$ cat src/rtl/flag_gen.sv
// Condition-flag generator: saturating ADD/SUB result plus registered {N,V,Z} flags
// with a written-mask and a two-state validity FSM for the branch/PC stage.
module flag_gen #(
    parameter int WIDTH = 16
) (
    input  logic             clk,
    input  logic             rst,
    input  logic             en,
    input  logic             stall,
    input  logic [3:0]       opcode,
    input  logic [WIDTH-1:0] A,
    input  logic [WIDTH-1:0] B,
    input  logic [WIDTH-1:0] alu_res,
    output logic [WIDTH-1:0] sat_res,
    output logic [2:0]       F,
    output logic             flags_valid,
    output logic             state_o,
    output logic [2:0]       wmask_o
);

    typedef enum logic {
        UNDEF = 1'b0,
        VALID = 1'b1
    } state_e;

    localparam logic [WIDTH-1:0] SAT_MAX = {1'b0, {(WIDTH-1){1'b1}}};
    localparam logic [WIDTH-1:0] SAT_MIN = {1'b1, {(WIDTH-1){1'b0}}};

    localparam logic [3:0] OP_ADD = 4'b0000;
    localparam logic [3:0] OP_SUB = 4'b0001;
    localparam logic [3:0] OP_XOR = 4'b0010;
    localparam logic [3:0] OP_SLL = 4'b0100;
    localparam logic [3:0] OP_SRA = 4'b0101;
    localparam logic [3:0] OP_ROR = 4'b0110;

    state_e           state_q;
    logic [2:0]       f_q;
    logic [2:0]       mask_q;
    logic             flags_valid_q;

    logic [WIDTH-1:0] add_raw;
    logic [WIDTH-1:0] sub_raw;
    logic             add_ovf;
    logic             sub_ovf;
    logic             is_arith;
    logic             is_zop;
    logic             ovf;
    logic             upd;
    logic [2:0]       f_d;
    logic [2:0]       mask_d;

    // Carry-out is discarded; overflow is judged from sign bits only.
    assign add_raw  = A + B;
    assign sub_raw  = A - B;
    assign add_ovf  = (A[WIDTH-1] == B[WIDTH-1]) && (add_raw[WIDTH-1] != A[WIDTH-1]);
    assign sub_ovf  = (A[WIDTH-1] != B[WIDTH-1]) && (sub_raw[WIDTH-1] != A[WIDTH-1]);
    assign is_arith = (opcode == OP_ADD) || (opcode == OP_SUB);
    assign is_zop   = (opcode == OP_XOR) || (opcode == OP_SLL) ||
                      (opcode == OP_SRA) || (opcode == OP_ROR);
    assign ovf      = (opcode == OP_SUB) ? sub_ovf : (opcode == OP_ADD) ? add_ovf : 1'b0;
    assign upd      = en && !stall;

    always_comb begin
        sat_res = add_raw;
        if (opcode == OP_SUB) begin
            sat_res = sub_raw;
        end
        if (is_arith && ovf) begin
            sat_res = A[WIDTH-1] ? SAT_MIN : SAT_MAX;
        end
    end

    always_comb begin
        f_d    = f_q;
        mask_d = mask_q;
        if (is_arith) begin
            f_d    = {sat_res[WIDTH-1], ovf, (sat_res == '0)};
            mask_d = 3'b111;
        end else if (is_zop) begin
            f_d[0]    = (alu_res == '0);
            mask_d[0] = 1'b1;
        end
    end

    // Stall and en=0 both freeze flags, mask and FSM.
    always_ff @(posedge clk or posedge rst) begin
        if (rst) begin
            state_q       <= UNDEF;
            f_q           <= 3'b000;
            mask_q        <= 3'b000;
            flags_valid_q <= 1'b0;
        end else if (upd && (is_arith || is_zop)) begin
            f_q    <= f_d;
            mask_q <= mask_d;
            case (state_q)
                UNDEF: begin
                    state_q       <= VALID;
                    flags_valid_q <= 1'b1;
                end
                VALID: begin
                    state_q       <= VALID;
                    flags_valid_q <= 1'b1;
                end
                default: begin
                    state_q       <= UNDEF;
                    flags_valid_q <= 1'b0;
                end
            endcase
        end
    end

    assign F           = f_q;
    assign flags_valid = flags_valid_q;
    assign state_o     = state_q;
    assign wmask_o     = mask_q;

endmodule

$ cat config.mk
export PLATFORM = sky130hd
export DESIGN_NAME = flag_gen
export DESIGN_NICKNAME = d
export VERILOG_FILES = /design/src/rtl/flag_gen.sv
export SDC_FILE = /design/constraint.sdc
export NUM_CORES = 1
export LEC_CHECK = 0
export CAP_MARGIN = 20
export CORE_MARGIN = 2
export CORE_UTILIZATION = 45
export DETAILED_ROUTE_END_ITERATION = 10
export HOLD_SLACK_MARGIN = 0.12
export PLACE_DENSITY = 0.91
export SETUP_SLACK_MARGIN = 0.15
export SYNTH_ARGS = -nofsm -noshare
export SYNTH_HDL_FRONTEND = slang
export SYNTH_SLANG_ARGS = --single-unit
export TNS_END_PERCENT = 1
$ cat constraint.sdc
create_clock -name clk -period 4.75 [get_ports clk]
set_input_delay 0.95 -clock clk [delete_from_list [all_inputs] [get_ports clk]]
set_output_delay 0.95 -clock clk [all_outputs]
set_load 0.01 [all_outputs]
==> results of run 1 <==
[through the flow]
stage          setup TNS, ns  hold slack, ns
3_5_place_dp           -8.06           0.488
4_1_cts                    0           0.501
3_3_place_gp           -4.70           0.483
2_1_floorplan              0           0.524
[routing by layer]
layer / overflow / GRT usage [%]
met5: 0 / 12.1
met2: 10 / 86.2
met4: 13 / 70.6
met3: 0 / 44.7
met1: 1 / 65.5
[cells by family after synthesis]
| logic type | after synthesis |
|---|---|
| flops | 5 |
| buf+inv | 40 |
| fa+ha+maj | 32 |
| compound gates | 93 |
| simple gates | 103 |
| mux | 4 |
| xor+xnor | 13 |
[what timing repair did]
action / in CTS
cloned: 1
buffers inserted: 10
pin swaps: 13
setup endpoints to repair: 16
gates resized for setup: 119
[Yosys cell counts, drive strengths merged, types with 2 or more instances]
library cell / instances / share of area (%)
nor2: 31 / 5.8
mux2: 2 / 1.1
nand4: 4 / 1.2
nand3: 6 / 1.5
a21oi: 34 / 8.6
a211oi: 9 / 3.6
nor3b: 3 / 1.1
o31ai: 5 / 1.9
dfrtp: 5 / 6.2
a31oi: 3 / 0.93
clkbuf: 5 / 0.93
buf: 10 / 3.5
o21a: 2 / 0.74
nor2b: 8 / 2.5
a41o: 3 / 1.5
fa: 2 / 2.0
and2: 2 / 0.62
nor4: 7 / 2.2
or3: 2 / 0.62
nand2: 16 / 3.0
ha: 30 / 19
nand2b: 8 / 2.5
o21ai: 18 / 4.5
nor3: 9 / 2.2
inv: 25 / 4.6
xnor2: 13 / 5.6
or4: 2 / 0.93
mux2i: 2 / 0.99
o22ai: 2 / 0.62
a2111oi: 3 / 1.6
==> impl_metrics.env, run 1 <==
export IMPL_synthAdderAreaFrac_pct=20.5
export IMPL_numCtsBuffers=3
export IMPL_dpl_worst_slack_ns=-0.616
export IMPL_ys_async_sr_fraction_pct=100
export IMPL_root_buffer="clkbuf_8"
export IMPL_cts_max_path_buffers=2
export IMPL_synth_compound_area_share_pct=30.4
export IMPL_dieWidth_um=71.1
export IMPL_worstEndpointGrtRepair="sat_res[0]"
export IMPL_initial_utilization_pct=46.5
export IMPL_cts_sinks=5
export IMPL_status="stopped before the end"
export IMPL_rows=24
export IMPL_synth_edf_count=0
export IMPL_ctsHoldBuffers=0
export IMPL_synth_cell_types=56
export IMPL_io_buffers=79
export IMPL_ys_warn_count=0
export IMPL_place_area_sq_um=3350
export IMPL_synth_top_family_by_area="compound AO/OA/AOI/OAI gates"
export IMPL_synth_simple_area_share_pct=26.2
export IMPL_synth_nets=378
export IMPL_dp_hpwl_um=6640
export IMPL_grt_max_degree=18
export IMPL_synthCells=290
export IMPL_ys_flop_type="dfrtp_1"
export IMPL_synth_xor_area_share_pct=5.63
export IMPL_lastStage="global routing (5_1_grt)"
export IMPL_error_line="[ERROR GRT-0232] Routing congestion too high. Check the congestion heatmap in the GUI."
export IMPL_syn_avg_cell_area_sq_um=6.98
export IMPL_dieHeight_um=71.1
export IMPL_seq_area_frac_synth_pct=6.18
export IMPL_gr_usage_all_layers_pct=66.2
export IMPL_ys_seq_elements=5
export IMPL_overflow=24
export IMPL_cts_htree_levels=1
export IMPL_muxShareOfSynthArea_pct=2.10
export IMPL_finalWeightedCongestion=1.03
export IMPL_dpl_cell_count=480
export IMPL_boundaryPins=80
export IMPL_endpoint_type="primary output"
export IMPL_netlist_area_sq_um=2020
==> run 2: changes to the inputs <==
--- a/config.mk
+++ b/config.mk
@@ -7,11 +7,9 @@
 export LEC_CHECK = 0
 export CAP_MARGIN = 20
 export CORE_MARGIN = 2
-export CORE_UTILIZATION = 45
+export CORE_UTILIZATION = 35
 export DETAILED_ROUTE_END_ITERATION = 10
-export HOLD_SLACK_MARGIN = 0.12
-export PLACE_DENSITY = 0.91
-export SETUP_SLACK_MARGIN = 0.15
+export PLACE_DENSITY_LB_ADDON = 0.15
 export SYNTH_ARGS = -nofsm -noshare
 export SYNTH_HDL_FRONTEND = slang
 export SYNTH_SLANG_ARGS = --single-unit
==> impl_metrics.env, run 2 <==
export IMPL_ys_warn_count=0
export IMPL_cp_end_kind="primary output"
export IMPL_initial_utilization_pct=36.5
export IMPL_cts_sinks=5
export IMPL_first_pass_iters=4
export IMPL_power_uw=624
export IMPL_viasPerCell=5.13
export IMPL_final_area_sq_um=3710
export IMPL_cts_htree_levels=1
export IMPL_cp_start_kind="input pin"
export IMPL_whs_ns=0.505
export IMPL_synthCells=290
export IMPL_synth_nets=378
export IMPL_fin_crit_ns=4.76
export IMPL_area_growth_pct=83.3
export IMPL_tritoncts="done"
export IMPL_final_hold_viol_count=0
export IMPL_critPathBufInv=6
export IMPL_grt_pass1_wl_um=11600
export IMPL_fin_nets=536
export IMPL_io_buffers=79
export IMPL_seqCellArea_sq_um=125
export IMPL_path_cells="clkdlybuf4s50_1 > inv_1 > ha_4 > nor2_1 > a211oi_2 > buf_4 > nor4_2 > buf_4 > o21ba_2 > mux2i_1 > a21boi_2 > buf_4 > and3b_2 > a21oi_1 > dlymetal6s2s_1"
export IMPL_root_buffer="clkbuf_8"
export IMPL_wire_per_inst_um=14.4
export IMPL_synth_top_area_share_pct=18.6
export IMPL_ys_async_sr_fraction_pct=100
export IMPL_clock_latency_ns=0.22
export IMPL_ys_seq_elements=5
export IMPL_min_path_type="flip-flop to flip-flop"
export IMPL_antenna_left=0
export IMPL_cts_max_path_buffers=2
export IMPL_multi_input_area_sq_um=1960
export IMPL_fp_coreArea_sq_um=5540
export IMPL_crit_type="input pin to primary output"
export IMPL_max_freq_mhz=210
export IMPL_rows=27
export IMPL_initialDrtViolationCount=123
export IMPL_synth_top_area_cell="ha_1"
export IMPL_nFillCells=511
export IMPL_drv_cap=0
export IMPL_netlist_area_sq_um=2020
export IMPL_ys_top_cells_by_area="ha_1 19%, a21oi_1 8.2%, dfrtp_1 6.2%, nor2_1 5.8%, xnor2_1 5.6%"
export IMPL_critPathMaxFanout=4
export IMPL_num_antenna_cells=0
export IMPL_cpLargestDelayFamily="buffers and inverters"
export IMPL_drc=0
export IMPL_worst_ep_required_time_ns=3.80
export IMPL_rsz0062_at_grt="yes"
export IMPL_worstPathArrival_ns=3.81
export IMPL_syn_avg_cell_area_sq_um=6.98
export IMPL_seq_area_frac_synth_pct=6.18
export IMPL_finalWeightedCongestion=0.915
export IMPL_dieHeight_um=80.0
export IMPL_synth_most_common_cell="a21oi_1"
export IMPL_fin_ws_ns=-0.0107
export IMPL_synth_cell_types=56
export IMPL_dieArea_sq_um=6400
export IMPL_place_area_sq_um=3450
export IMPL_ir_drop_mv=0.145
export IMPL_crit_top_cell="buf_4"
export IMPL_cpPeakStageDelay_ns=0.48
export IMPL_status="complete, but fails checks"
export IMPL_power_density_nw_per_um2=168
export IMPL_violations="setup timing"
export IMPL_dp_hpwl_um=5960
export IMPL_ys_flop_type="dfrtp_1"
export IMPL_dieWidth_um=80.0
export IMPL_final_common_cell="buf_4"
export IMPL_boundaryPins=80
export IMPL_finalCritPeriodShare_pct=100
export IMPL_num_vias=2662
export IMPL_final_cell_mix="87 x buf_4, 60 x clkdlybuf4s50_1, 32 x a21oi_1"
export IMPL_p_leak_uw=0.00171
export IMPL_max_slew_margin_pct=71.8
export IMPL_worstMarginPinSlew_ns=0.419
export IMPL_skew_ns=0
export IMPL_overflow=0
export IMPL_grt_max_degree=19
export IMPL_wirelength_um=7470
export IMPL_final_util_pct=66.9
export IMPL_gr_usage_all_layers_pct=22.6
export IMPL_synth_common_cells="33 x a21oi_1, 31 x nor2_1, 30 x ha_1, 25 x inv_1"
export IMPL_ctsHoldBuffers=0
export IMPL_largest_reg_flops=3
export IMPL_setup_violations=1
export IMPL_antenna_found_initial=0
export IMPL_grt_pass1_vias=2554
export IMPL_final_max_slew_violation_count=0
export IMPL_numCtsBuffers=3
export IMPL_clk_pin_slew_worst_paths_ns=0.03
export IMPL_synth_edf_count=0
export IMPL_drive_above_1_share_pct=32.2
export IMPL_crit_path_top_delay_cell="clkdlybuf4s50_1"
-- run 2: cell counts after synthesis --
No cell type changed its count.
-- run 2: cell families (layout without fill, tap and decap cells) --
family                     Yosys count  count (layout)  share of synthesized area [%]
AOI/OAI and AO/OA                   93              93                           30.4
xor gates and xnor gates            13              13                           5.63
adders and majority gates           32              32                           20.5
buffers and inverters               40             196                           9.03
DFF                                  5               5                           6.18
muxes                                4               4                           2.10
and+or+nand+nor                    103             104                           26.2
-- run 2: report_power, final --
| group | internal (uW) | switching, uW | total, uW |
|---|---|---|---|
| combinational | 265 | 225 | 490 |
| clock | 57.6 | 20.6 | 78.2 |
| sequential | 51.0 | 4.85 | 55.9 |
| total | 373 | 251 | 624 |
-- run 2: final cells by class --
type,count,area share [%]
tap,72,2.43
sequential,5,3.37
clock buffer,4,1.21
timing repair buffer,167,37.7
inverter,25,2.53
multi-input combinational,246,52.8
-- run 2: final timing paths --
check | from | end | slack [ns] | cells after the start
max | B[2] | sat_res[10] | -0.01 | 15
min | F[2] | F[2] | 0.50 | 1
max reg2reg | F[0] | F[0] | 3.89 | 3
min reg2reg | F[2] | F[2] | 0.50 | 1
max in group asynchronous | rst | F[0] | 3.67 | 2
min in group asynchronous | rst | wmask_o[0] | 0.92 | 2
-- run 2: through the flow --
stage	TNS, ns	worst slack [ns]	instances
after floorplan	0	0.622	290
after global placement	-6.11	-0.444	510
after detailed placement	-6.15	-0.434	510
after CTS	-0.542	-0.271	516
after global routing	-0.780	-0.142	519
final	-0.0107	-0.0107	519
-- run 2: routing by layer --
metal | vias up | wire length (um) | GRT usage [%]
li1 | 1368 | - | -
met1 | 1226 | 3350 | 29.8
met2 | 62 | 3830 | 40.7
met3 | 6 | 227 | 1.70
met4 | 0 | 60 | 3.22
met5 | - | 0 | 0
-- run 2: what timing repair did --
action                                  in CTS  in global routing
gates cloned                                 1                  0
setup buffers                                1                  3
pin swaps                                    4                 12
endpoints found under the setup margin      16                 16
resized for setup                           60                 43
hold endpoints to repair                     0                  0
Note: power is estimated with default switching activity, not from simulation.
==> run 3: changes to the inputs <==
==> constraint.sdc (replaced) <==
create_clock -name clk -period 6.1 [get_ports clk]
set_input_delay 1.22 -clock clk [delete_from_list [all_inputs] [get_ports clk]]
set_output_delay 1.22 -clock clk [all_outputs]
set_load 0.01 [all_outputs]
==> impl_metrics.env, run 3 (synthesized netlist as in run 2, its figures left out) <==
export IMPL_max_slew_margin_pct=59.6
export IMPL_final_max_slew_violation_count=0
export IMPL_final_area_sq_um=2940
export IMPL_crit_top_cell="clkdlybuf4s50_1"
export IMPL_dieHeight_um=80.0
export IMPL_gr_max_usage_layer="met2"
export IMPL_worst_ep_required_time_ns=4.88
export IMPL_grt_pass1_wl_um=9890
export IMPL_gr_usage_all_layers_pct=18.7
export IMPL_cts_setup_buffers=0
export IMPL_cpLargestDelayFamily="compound AO/OA/AOI/OAI gates"
export IMPL_setup_tns_final_ns=0
export IMPL_drc=0
export IMPL_dieWidth_um=80.0
export IMPL_cts_max_path_buffers=2
export IMPL_r2r_slack_ns=5.26
export IMPL_status="complete, no violations"
export IMPL_use_met1_pct=25.7
export IMPL_hp_start="wmask_o[1]"
export IMPL_nFillCells=581
export IMPL_num_vias=2346
export IMPL_antenna_left=0
export IMPL_rr_startpoint="F[0]"
export IMPL_grt_use_met3_pct=1.24
export IMPL_min_path_type="flip-flop to flip-flop"
export IMPL_fp_coreArea_sq_um=5540
export IMPL_initial_utilization_pct=36.5
export IMPL_wirelength_um=6210
export IMPL_boundaryPins=80
export IMPL_first_pass_iters=4
export IMPL_final_common_cell="clkdlybuf4s50_1"
export IMPL_cp_start_kind="input pin"
export IMPL_ir_drop_mv=0.0939
export IMPL_power_uw=409
export IMPL_crit_path_top_delay_cell="clkdlybuf4s50_1"
export IMPL_max_freq_mhz=171
export IMPL_dp_hpwl_um=5270
export IMPL_cts_sinks=5
export IMPL_skew_ns=0
export IMPL_area_growth_pct=45.2
export IMPL_path_cells="clkdlybuf4s50_1 > inv_1 > ha_1 > a21oi_1 > o211ai_1 > a41o_1 > o21ba_2 > mux2i_1 > a21boi_1 > nor2b_1 > o21ai_0 > clkdlybuf4s50_1"
export IMPL_antenna_found_initial=0
export IMPL_dpl_worst_slack_ns=0.189
export IMPL_critPathBufInv=3
export IMPL_tritoncts="done"
export IMPL_seqCellArea_sq_um=125
export IMPL_clk_pin_slew_worst_paths_ns=0.03
export IMPL_critPathMaxFanout=8
export IMPL_fin_ws_ns=0.237
export IMPL_finalWeightedCongestion=0.859
export IMPL_grt_use_met2_pct=32.3
export IMPL_cp_end_kind="primary output"
export IMPL_dieArea_sq_um=6400
export IMPL_overflow=0
export IMPL_worstMarginPinSlew_ns=0.605
export IMPL_num_antenna_cells=0
export IMPL_place_area_sq_um=2880
export IMPL_setup_violations=0
export IMPL_fin_crit_ns=5.86
export IMPL_clock_latency_ns=0.21
export IMPL_crit_path_start="B[8]"
export IMPL_grt_pass1_vias=2177
export IMPL_initialDrtViolationCount=280
export IMPL_power_density_nw_per_um2=139
export IMPL_io_buffers=79
export IMPL_wire_per_inst_um=14.1
export IMPL_final_cell_mix="79 x clkdlybuf4s50_1, 33 x a21oi_1, 31 x nor2_1"
export IMPL_rows=27
export IMPL_final_hold_viol_count=0
export IMPL_fin_nets=456
export IMPL_viasPerCell=5.34
export IMPL_p_leak_uw=0.00125
export IMPL_grt_max_degree=19
export IMPL_finalCritPeriodShare_pct=96.1
export IMPL_crit_type="input pin to primary output"
export IMPL_rsz0062_at_grt="no"
export IMPL_largest_reg_flops=3
export IMPL_numCtsBuffers=3
export IMPL_root_buffer="clkbuf_8"
export IMPL_drive_above_1_share_pct=6.27
export IMPL_multi_input_area_sq_um=1730
export IMPL_worstPathArrival_ns=4.64
export IMPL_cpPeakStageDelay_ns=0.52
export IMPL_drv_cap=0
export IMPL_cts_htree_levels=1
## run 3: cell types whose count changed in the layout (fill, tap and decap cells not counted), sizes merged
cell,change
buf,-86
and3b,-1
clkbuf,-6
clkdlybuf4s50,+19
dlymetal6s2s,-4
dlygate4sd2,-2
## run 3: power breakdown
group          internal [uW]  total (uW)  switching, uW
clock network           44.7        58.7           14.0
logic                    162         307            145
registers               39.7        43.8           4.07
total                    246         409            163
## run 3: path summary, 6_finish.rpt
path | end | cells after the start
max | sat_res[4] | 12
min | wmask_o[1] | 1
max reg2reg | F[0] | 3
min reg2reg | wmask_o[1] | 1
max in group asynchronous | F[1] | 2
min in group asynchronous | F[2] | 2
## run 3: layout make-up
type | count | area share, %
well taps | 72 | 3.07
flip-flops and latches | 5 | 4.26
repair buffers | 88 | 29.2
clock buffers | 4 | 1.53
inverters | 25 | 3.19
multi-input cells | 245 | 58.7
## run 3: repair_timing
item / 4_1_cts / 5_1_grt
hold buffers: 0 / 0
gates resized for setup: 0 / 3
endpoints found under the setup margin: 0 / 14
hold endpoints to repair: 0 / 0
## run 3: per-stage QoR
stage               hold slack [ns]  cells  utilization, %
CTS                           0.497    439            52.8
global placement              0.478    435            52.0
detailed placement            0.488    435            52.0
global route                  0.528    439            53.0
floorplan                     0.524    290               -
finish                        0.495    439            53.0
## run 3: layer usage
metal | vias up | part of all wire [%] | routed length (um)
li1 | 1205 | - | -
met1 | 1058 | 45 | 2770
met2 | 77 | 49 | 3060
met3 | 6 | 5.2 | 322
met4 | 0 | 0.97 | 60
met5 | - | 0 | 0
==> run 4: changes to the inputs <==
--- a/config.mk
+++ b/config.mk
@@ -10,6 +10,7 @@
 export CORE_UTILIZATION = 35
 export DETAILED_ROUTE_END_ITERATION = 10
 export PLACE_DENSITY_LB_ADDON = 0.15
+export SKIP_CTS_REPAIR_TIMING = 1
 export SYNTH_ARGS = -nofsm -noshare
 export SYNTH_HDL_FRONTEND = slang
 export SYNTH_SLANG_ARGS = --single-unit
==> constraint.sdc (replaced) <==
create_clock -name clk -period 6 [get_ports clk]
set_input_delay 1.2 -clock clk [delete_from_list [all_inputs] [get_ports clk]]
set_output_delay 1.2 -clock clk [all_outputs]
set_load 0.01 [all_outputs]
==> impl_metrics.env, run 4 (synthesized netlist as in run 2, its figures left out) <==
export IMPL_finalWeightedCongestion=0.837
export IMPL_antenna_left=0
export IMPL_ir_drop_mv=0.178
export IMPL_initialDrtViolationCount=135
export IMPL_gr_max_usage_layer="met2"
export IMPL_antenna_found_initial=0
export IMPL_cts_max_path_buffers=2
export IMPL_final_hold_viol_count=0
export IMPL_cp_end_kind="primary output"
export IMPL_setup_violations=0
export IMPL_grt_use_met3_pct=2.04
export IMPL_grt_max_degree=18
export IMPL_cp_start_kind="input pin"
export IMPL_gr_usage_all_layers_pct=18.9
export IMPL_finalCritPeriodShare_pct=97.4
export IMPL_crit_type="input pin to primary output"
export IMPL_final_common_cell="clkdlybuf4s50_1"
export IMPL_area_growth_pct=46.6
export IMPL_setup_tns_final_ns=0
export IMPL_first_pass_iters=4
export IMPL_grt_use_met2_pct=33.2
export IMPL_max_freq_mhz=171
export IMPL_dieWidth_um=80.0
export IMPL_place_area_sq_um=2910
export IMPL_whs_ns=0.500
export IMPL_drv_cap=0
export IMPL_dpl_cell_count=439
export IMPL_tritoncts="done"
export IMPL_fp_coreArea_sq_um=5540
export IMPL_min_path_type="flip-flop to flip-flop"
export IMPL_grt_pass1_wl_um=9920
export IMPL_initial_utilization_pct=36.5
export IMPL_drive_above_1_share_pct=7.28
export IMPL_rows=27
export IMPL_root_buffer="clkbuf_8"
export IMPL_rsz0062_at_grt="yes"
export IMPL_num_vias=2386
export IMPL_worst_ep_required_time_ns=4.80
export IMPL_largest_reg_flops=3
export IMPL_clk_pin_slew_worst_paths_ns=0.04
export IMPL_dp_hpwl_um=5320
export IMPL_num_antenna_cells=0
export IMPL_wirelength_um=6270
export IMPL_instances_no_fill=443
export IMPL_skew_ns=0
export IMPL_cts_htree_levels=1
export IMPL_status="complete, no violations"
export IMPL_io_buffers=79
export IMPL_dieHeight_um=80.0
export IMPL_drc=0
export IMPL_power_uw=423
export IMPL_wire_per_inst_um=14.2
export IMPL_final_area_sq_um=2970
export IMPL_dieArea_sq_um=6400
export IMPL_r2r_slack_ns=5.17
export IMPL_overflow=0
export IMPL_power_density_nw_per_um2=143
export IMPL_p_leak_uw=0.00127
export IMPL_worstPathArrival_ns=4.65
export IMPL_critPathMaxFanout=8
export IMPL_max_slew_margin_pct=60.7
export IMPL_fin_nets=460
export IMPL_boundaryPins=80
export IMPL_grt_pass1_vias=2245
export IMPL_numCtsBuffers=3
export IMPL_viasPerCell=5.39
export IMPL_clock_latency_ns=0.23
export IMPL_fin_crit_ns=5.85
export IMPL_final_max_slew_violation_count=0
export IMPL_worstMarginPinSlew_ns=0.588
export IMPL_cts_sinks=5
export IMPL_use_met1_pct=25.5
export IMPL_final_cell_mix="79 x clkdlybuf4s50_1, 33 x a21oi_1, 31 x nor2_1"
## run 4: cell types whose count changed in the layout (fill, tap and decap cells not counted)
| cell | previous run | this run |
|---|---|---|
| buf_4 | 9 | 13 |
| clkbuf_1 | 1 | 0 |
| clkinv_2 | 0 | 1 |
| nand2b_1 | 7 | 8 |
| nand2b_2 | 1 | 0 |
## run 4: worst max-delay path, stage by stage
cell             delay [ns]
clkdlybuf4s50_1        0.47
inv_1                  0.04
ha_1                   0.37
or4_4                  0.54
a21oi_2                0.22
nor4b_2                0.09
o21ai_1                0.32
mux2_2                 0.38
a211oi_1               0.26
and2_1                 0.20
clkdlybuf4s50_1        0.54
## run 4: layout make-up
class / count / area [sq um]
inverters: 25 / 93.8
well taps: 72 / 90.1
clock inverters: 1 / 5.00
repair buffers: 92 / 888
clock buffers: 3 / 41.3
flip-flops and latches: 5 / 125
fillers: 583 / 2570
multi-input cells: 245 / 1720
## run 4: path summary, 6_finish.rpt
path                            start  cells after the start     endpoint
worst max-delay path             B[8]                     11  sat_res[15]
worst min-delay path             F[2]                      1         F[2]
worst max register to register   F[0]                      3         F[0]
worst min register to register   F[2]                      1         F[2]
max in group asynchronous         rst                      2         F[2]
min in group asynchronous         rst                      2   wmask_o[0]
## run 4: per-layer routing
metal	vias to the layer above	routed length [um]
met3	4	332
li1	1218	-
met5	-	0
met4	0	26
met1	1090	2870
met2	74	3040
## run 4: through the flow
stage          util [%]  setup WS [ns]
3_5_place_dp       52.6          0.143
6_report           53.5          0.155
5_1_grt            53.5        -0.0421
3_3_place_gp       52.6          0.157
2_1_floorplan         -           1.37
4_1_cts            53.4          0.131
## run 4: where the power goes
group	internal (uW)	switching (uW)
registers	40.3	3.91
clock network	44.8	19.0
logic	167	149
total	252	171
